### src/rtl/xoodoo_rdi_gen_pkg.sv
// Shared constants, FSM encoding and the xorshift32 step used by the rdi generator.
package xoodoo_rdi_gen_pkg;

  localparam int          NUM_LANES    = 12;
  localparam int          XOODOO_RDI_W = 32 * NUM_LANES;
  localparam logic [31:0] ZERO_SUB     = 32'h9E3779B9;

  localparam int XS_SHL_A = 13;
  localparam int XS_SHR_B = 17;
  localparam int XS_SHL_C = 5;

  typedef enum logic [1:0] {
    ST_IDLE = 2'd0,
    ST_SEED = 2'd1,
    ST_RUN  = 2'd2
  } rdiState_e;

  function automatic logic [31:0] xsStep(input logic [31:0] x);
    logic [31:0] y;
    y = x ^ (x << XS_SHL_A);
    y = y ^ (y >> XS_SHR_B);
    y = y ^ (y << XS_SHL_C);
    return y;
  endfunction

endpackage

### src/rtl/xoodoo_rdi_fifo2.sv
// Two-entry FIFO with a registered head; supports push and pop in the same cycle.
module xoodoo_rdi_fifo2 #(
  parameter int W = 384
) (
  input  logic         clk_i,
  input  logic         rst_i,
  input  logic         flush_i,
  input  logic         push_i,
  input  logic         pop_i,
  input  logic [W-1:0] data_i,
  output logic [W-1:0] data_o,
  output logic         valid_o,
  output logic [1:0]   count_o
);

  logic [W-1:0] head_q, head_d;
  logic [W-1:0] tail_q, tail_d;
  logic [1:0]   count_q, count_d;

  always_comb begin
    head_d  = head_q;
    tail_d  = tail_q;
    count_d = count_q;
    if (flush_i) begin
      head_d  = '0;
      tail_d  = '0;
      count_d = '0;
    end else begin
      case ({push_i, pop_i})
        2'b10: begin
          if (count_q == 2'd0) head_d = data_i;
          else                 tail_d = data_i;
          count_d = count_q + 2'd1;
        end
        2'b01: begin
          head_d  = tail_q;
          count_d = count_q - 2'd1;
        end
        // Simultaneous push/pop: the head advances and the new word lands behind it.
        2'b11: begin
          if (count_q == 2'd2) begin
            head_d = tail_q;
            tail_d = data_i;
          end else begin
            head_d = data_i;
          end
        end
        default: ;
      endcase
    end
  end

  always_ff @(posedge clk_i or posedge rst_i) begin
    if (rst_i) begin
      head_q  <= '0;
      tail_q  <= '0;
      count_q <= '0;
    end else begin
      head_q  <= head_d;
      tail_q  <= tail_d;
      count_q <= count_d;
    end
  end

  assign data_o  = head_q;
  assign valid_o = (count_q != 2'd0);
  assign count_o = count_q;

endmodule

### src/rtl/xoodoo_rdi_gen.sv
// Twelve-lane xorshift32 randomness source feeding the masked Xoodoo rdi port.
module xoodoo_rdi_gen
  import xoodoo_rdi_gen_pkg::*;
(
  input  logic                    clk_i,
  input  logic                    rst_i,
  input  logic                    seed_start_i,
  input  logic [31:0]             seed_word_i,
  input  logic                    seed_valid_i,
  output logic                    seeded_o,
  output logic [XOODOO_RDI_W-1:0] rdi,
  output logic                    rdi_valid,
  input  logic                    rdi_ready,
  output logic [15:0]             rdi_count_o
);

  localparam logic [3:0] LAST_IDX = 4'(NUM_LANES - 1);

  rdiState_e state_q, state_d;
  logic [3:0]  seedIdx_q, seedIdx_d;
  logic [15:0] rdiCount_q;
  logic [31:0] lane_q   [NUM_LANES];
  logic [31:0] laneNext [NUM_LANES];
  logic [XOODOO_RDI_W-1:0] pushWord;
  logic [31:0] seedVal;
  logic [1:0]  fifoCount;
  logic        loadLane, flush, push, pop;

  for (genvar k = 0; k < NUM_LANES; k++) begin : gLane
    assign laneNext[k]           = xsStep(lane_q[k]);
    assign pushWord[32*k +: 32]  = laneNext[k];
  end

  assign seedVal = (seed_word_i == 32'd0) ? ZERO_SUB : seed_word_i;

  always_comb begin
    state_d   = state_q;
    seedIdx_d = seedIdx_q;
    loadLane  = 1'b0;
    flush     = 1'b0;
    push      = 1'b0;
    pop       = 1'b0;
    if (seed_start_i) begin
      state_d   = ST_SEED;
      seedIdx_d = '0;
      flush     = 1'b1;
    end else begin
      case (state_q)
        ST_IDLE: ;
        ST_SEED: begin
          if (seed_valid_i) begin
            loadLane = 1'b1;
            if (seedIdx_q == LAST_IDX) begin
              state_d   = ST_RUN;
              seedIdx_d = '0;
            end else begin
              seedIdx_d = seedIdx_q + 4'd1;
            end
          end
        end
        // Lanes only step when a word is actually written, so no randomness is dropped.
        ST_RUN: begin
          pop  = rdi_valid & rdi_ready;
          push = (fifoCount < 2'd2) | pop;
        end
        default: state_d = ST_IDLE;
      endcase
    end
  end

  always_ff @(posedge clk_i or posedge rst_i) begin
    if (rst_i) begin
      state_q    <= ST_IDLE;
      seedIdx_q  <= '0;
      rdiCount_q <= '0;
    end else begin
      state_q   <= state_d;
      seedIdx_q <= seedIdx_d;
      if (flush)    rdiCount_q <= '0;
      else if (pop) rdiCount_q <= rdiCount_q + 16'd1;
    end
  end

  always_ff @(posedge clk_i or posedge rst_i) begin
    if (rst_i) begin
      for (int k = 0; k < NUM_LANES; k++) lane_q[k] <= '0;
    end else begin
      for (int k = 0; k < NUM_LANES; k++) begin
        if (loadLane && (seedIdx_q == 4'(k))) lane_q[k] <= seedVal;
        else if (push)                        lane_q[k] <= laneNext[k];
      end
    end
  end

  xoodoo_rdi_fifo2 #(
    .W (XOODOO_RDI_W)
  ) uFifo (
    .clk_i   (clk_i),
    .rst_i   (rst_i),
    .flush_i (flush),
    .push_i  (push),
    .pop_i   (pop),
    .data_i  (pushWord),
    .data_o  (rdi),
    .valid_o (rdi_valid),
    .count_o (fifoCount)
  );

  assign seeded_o    = (state_q == ST_RUN);
  assign rdi_count_o = rdiCount_q;

endmodule
### config.mk
export PLATFORM = sky130hd
export DESIGN_NAME = xoodoo_rdi_gen
export DESIGN_NICKNAME = d
export VERILOG_FILES = /design/src/rtl/xoodoo_rdi_gen_pkg.sv /design/src/rtl/xoodoo_rdi_fifo2.sv /design/src/rtl/xoodoo_rdi_gen.sv
export SDC_FILE = /design/constraint.sdc
export NUM_CORES = 2
export LEC_CHECK = 0
export CAP_MARGIN = 10
export CORE_MARGIN = 1
export CORE_UTILIZATION = 34
export DETAILED_ROUTE_END_ITERATION = 10
export DONT_BUFFER_PORTS = 1
export GPL_TIMING_DRIVEN = 0
export PLACE_DENSITY = 0.51
export SLEW_MARGIN = 20
export SYNTH_ARGS = -nofsm -noshare
export SYNTH_HDL_FRONTEND = slang
export SYNTH_SLANG_ARGS = --single-unit
### constraint.sdc
create_clock -name clk_i -period 60.3 [get_ports clk_i]
set_input_delay 12.06 -clock clk_i [delete_from_list [all_inputs] [get_ports clk_i]]
set_output_delay 12.06 -clock clk_i [all_outputs]
set_load 0.02 [all_outputs]
==> impl_metrics.toml <==
[logic_synthesis]
synth-edff-count = 0
synth.cell_area_um2 = 55800
ys_ff_latch = 1176
syn_inst = 5538
synth.avg_cell_area_um2 = 10.1
ys_top_cells_by_count = "1176 x dfrtp_1, 744 x nand2_1, 581 x xnor2_1, 488 x o21ai_0, 461 x nor2_1"
synth.area.top_cells = "dfrtp_1 53%, xnor2_1 9.1%, nand2_1 5.0%, o21ai_0 4.4%, o31ai_1 3.3%"
synthArstFlopShare = 1.00
ys_seq_area_frac = 0.527
synth-main-ff-cell = "dfrtp_1"
synth_most_common_cell = "dfrtp_1"
synth_cell_types = 54
synth_fp_nets = 5582
yosys.area.top_type = "dfrtp_1"
yosys.area.top_type_share = 0.527
yosys_warnings = 0

[clock_network]
clk_latency_ns = 0.81
clock_sinks = 1176
cts_resized = 0
path_clk_slew_ns = 0.06
cts_hold_buf = 0
cts_buffers = 135
clockBufferDepth = 3
cts_tree = "built"
cts_root_buf = "clkbuf_16"
cts_setup_buffers = 0
htree_levels = 4

[critical_path]
critPathLaunchType = "primary input"
critPathKind = "in -> reg"
cp_top_family = "buffers and inverters"
critPathMaxFanout = 10
cp.required_ns = 61.04
crit_top_cell = "clkbuf_1"
crit_buf_inv = 4
end_kind = "register"
crit_chain = "inv_1 -> clkbuf_2 -> and4_1 -> clkbuf_1 -> clkbuf_1 -> o21ai_0 -> a21oi_1 -> a21o_1"
cp_slowest_stage_delay_ns = 0.99
crit_slowest_cell = "clkbuf_1"
crit_arrival_ns = 15.18

[pwr]
powerDensity_nw_per_um2 = 44.9
p_leak_uw = 0.0280
seqPwrFrac = 0.414
power_switching_uw = 1130
comb_power_share = 0.289
p_total_uw = 2870
switching_share = 0.392
p_int_uw = 1750
irDropWorstVdd_v = 0.0000276
power_frac_clock = 0.297

[sta]
timing.hold.ws_ns = 0.474
fin_crit_ns = 14.44
relSlewSlack = 0.154
clock.fmax_mhz = 69.2
hold_viol_final = 0
finalCritPeriodShare = 0.239
finClkSkew_ns = 0.0340
finalSetupViolations = 0
worst_slew_pin_slew_ns = 1.27
slew_violations = 0
grt_setup_unrepaired = "false"

[routing]
drt_wl_total_um = 248000
wl_per_cell_um = 31.1
first_iter_violations = 5316
drc = 0
vias = 46000
viasPerCell = 5.76
firstDrtPassIters = 6
ant_nets = 0

[grt]
grt_usage = 0.294
antenna_found_initial = 17
grt_pass1_vias = 44800
grt_max_degree = 99
overflow = 0
grt_pass1_wl_um = 350000

[run]
maxCapViolations = 0

[floorplanning]
row_count = 148
die_x_um = 407
start_util = 0.343
core_um2 = 163000
dieArea_um2 = 166000
fp.dieH_um = 407
ios = 439

[placed_design]
port_buffers = 0
hpwlAfterDp_um = 184000
placed_cell_area_um2 = 59500
place_congestion = 0.928

[layout]
num-fill-cells = 16200
multiInputGateArea_um2 = 24400
regArea_um2 = 29400
area_growth_pct = 14.6
nNetsFinal = 5752
final_area_um2 = 64000
drive_above_1_share = 0.0783

[outcome]
outcome = "finished clean"

[worst_hold_path]
min_path_type = "reg -> reg"
[tightest hold or removal path: cells and delay by family, from the launching register on]
family | cells | cell delay, ns
flip-flops | 1 | 0.34
AO/OA/AOI/OAI | 1 | 0.06
AND/OR/NAND/NOR | 1 | 0.04
[cells in the final DEF, fill, tap and decap left out, types with 105 or more instances in the layout]
master,instances
dfrtp_1,1176
nand2_1,744
xnor2_1,581
o21ai_0,488
nor2_1,459
a21oi_1,294
clkbuf_1,270
o31ai_1,244
xor2_1,149
clkbuf_16,141
buf_2,134
a22oi_1,130
o221ai_1,123
a22o_1,105
[logic make-up after synthesis]
kind of cell / Yosys count / synth area share
buffers and inverters: 470 / 0.0362
muxes: 25 / 0.00448
xor gates and xnor gates: 764 / 0.128
AOI/OAI and AO/OA: 1722 / 0.204
DFF: 1176 / 0.527
and+or+nand+nor: 1374 / 0.0986
adders and majority gates: 7 / 0.00157
[power groups by stage]
stage          clock, uW  combinational [uW]  sequential (uW)
3_5_place_dp           0                 816             1200
3_3_place_gp           0                 800             1200
2_1_floorplan          0                 560             1130
5_1_grt              891                 893             1210
4_1_cts              861                 821             1190
6_report             853                 830             1190
[registers in the layout, summed over array words and instances, names as in the netlist]
signal         cells
lane_q           384
rdi_count_o       16
seedIdx_q          4
state_q            2
uFifo.count_o      2
uFifo.data_o     384
uFifo.tail_q     384
[routing by layer]
layer | track usage | vias to the layer above | wire length [um]
li1 | - | 19900 | -
met3 | 0.110 | 427 | 28800
met5 | 0 | - | 55
met2 | 0.438 | 2082 | 109000
met1 | 0.376 | 23600 | 98400
met4 | 0.138 | 10 | 12400
[cell type report]
cell class,instances,share of cell area
sequential,1176,0.460
multi-input combinational,3892,0.381
clock buffer,205,0.0639
tap,2175,0.0425
buffer,458,0.0317
timing repair buffer,33,0.0136
clock inverter,33,0.00651
inverter,12,0.000821
antenna,5,0.000195
[path summary, 6_finish.rpt]
kind	from	to	slack (ns)	cells past startpoint
hold reg to reg	uFifo.tail_q[138]$_DFFE_PP0P_	uFifo.tail_q[138]$_DFFE_PP0P_	0.47	2
setup reg to reg	uFifo.count_o[1]$_DFFE_PP0P_	uFifo.data_o[79]$_DFFE_PP0P_	56.53	8
min in group asynchronous	rst_i	uFifo.data_o[119]$_DFFE_PP0P_	11.16	1
max in group asynchronous	rst_i	uFifo.data_o[241]$_DFFE_PP0P_	46.91	5
setup / recovery	seed_start_i	uFifo.data_o[330]$_DFFE_PP0P_	45.86	8
hold / removal	uFifo.tail_q[138]$_DFFE_PP0P_	uFifo.tail_q[138]$_DFFE_PP0P_	0.47	2
[through the flow]
step	cells	worst slack [ns]	utilization	TNS, ns
6_report	7989	45.86	0.393	0
2_1_floorplan	5538	15.11	-	0
4_1_cts	7984	46.07	0.393	0
5_1_grt	7984	45.91	0.393	0
3_5_place_dp	7746	45.24	0.365	0
3_3_place_gp	7713	-0.773	0.359	-600.50
(Power assumes the default switching activity.)
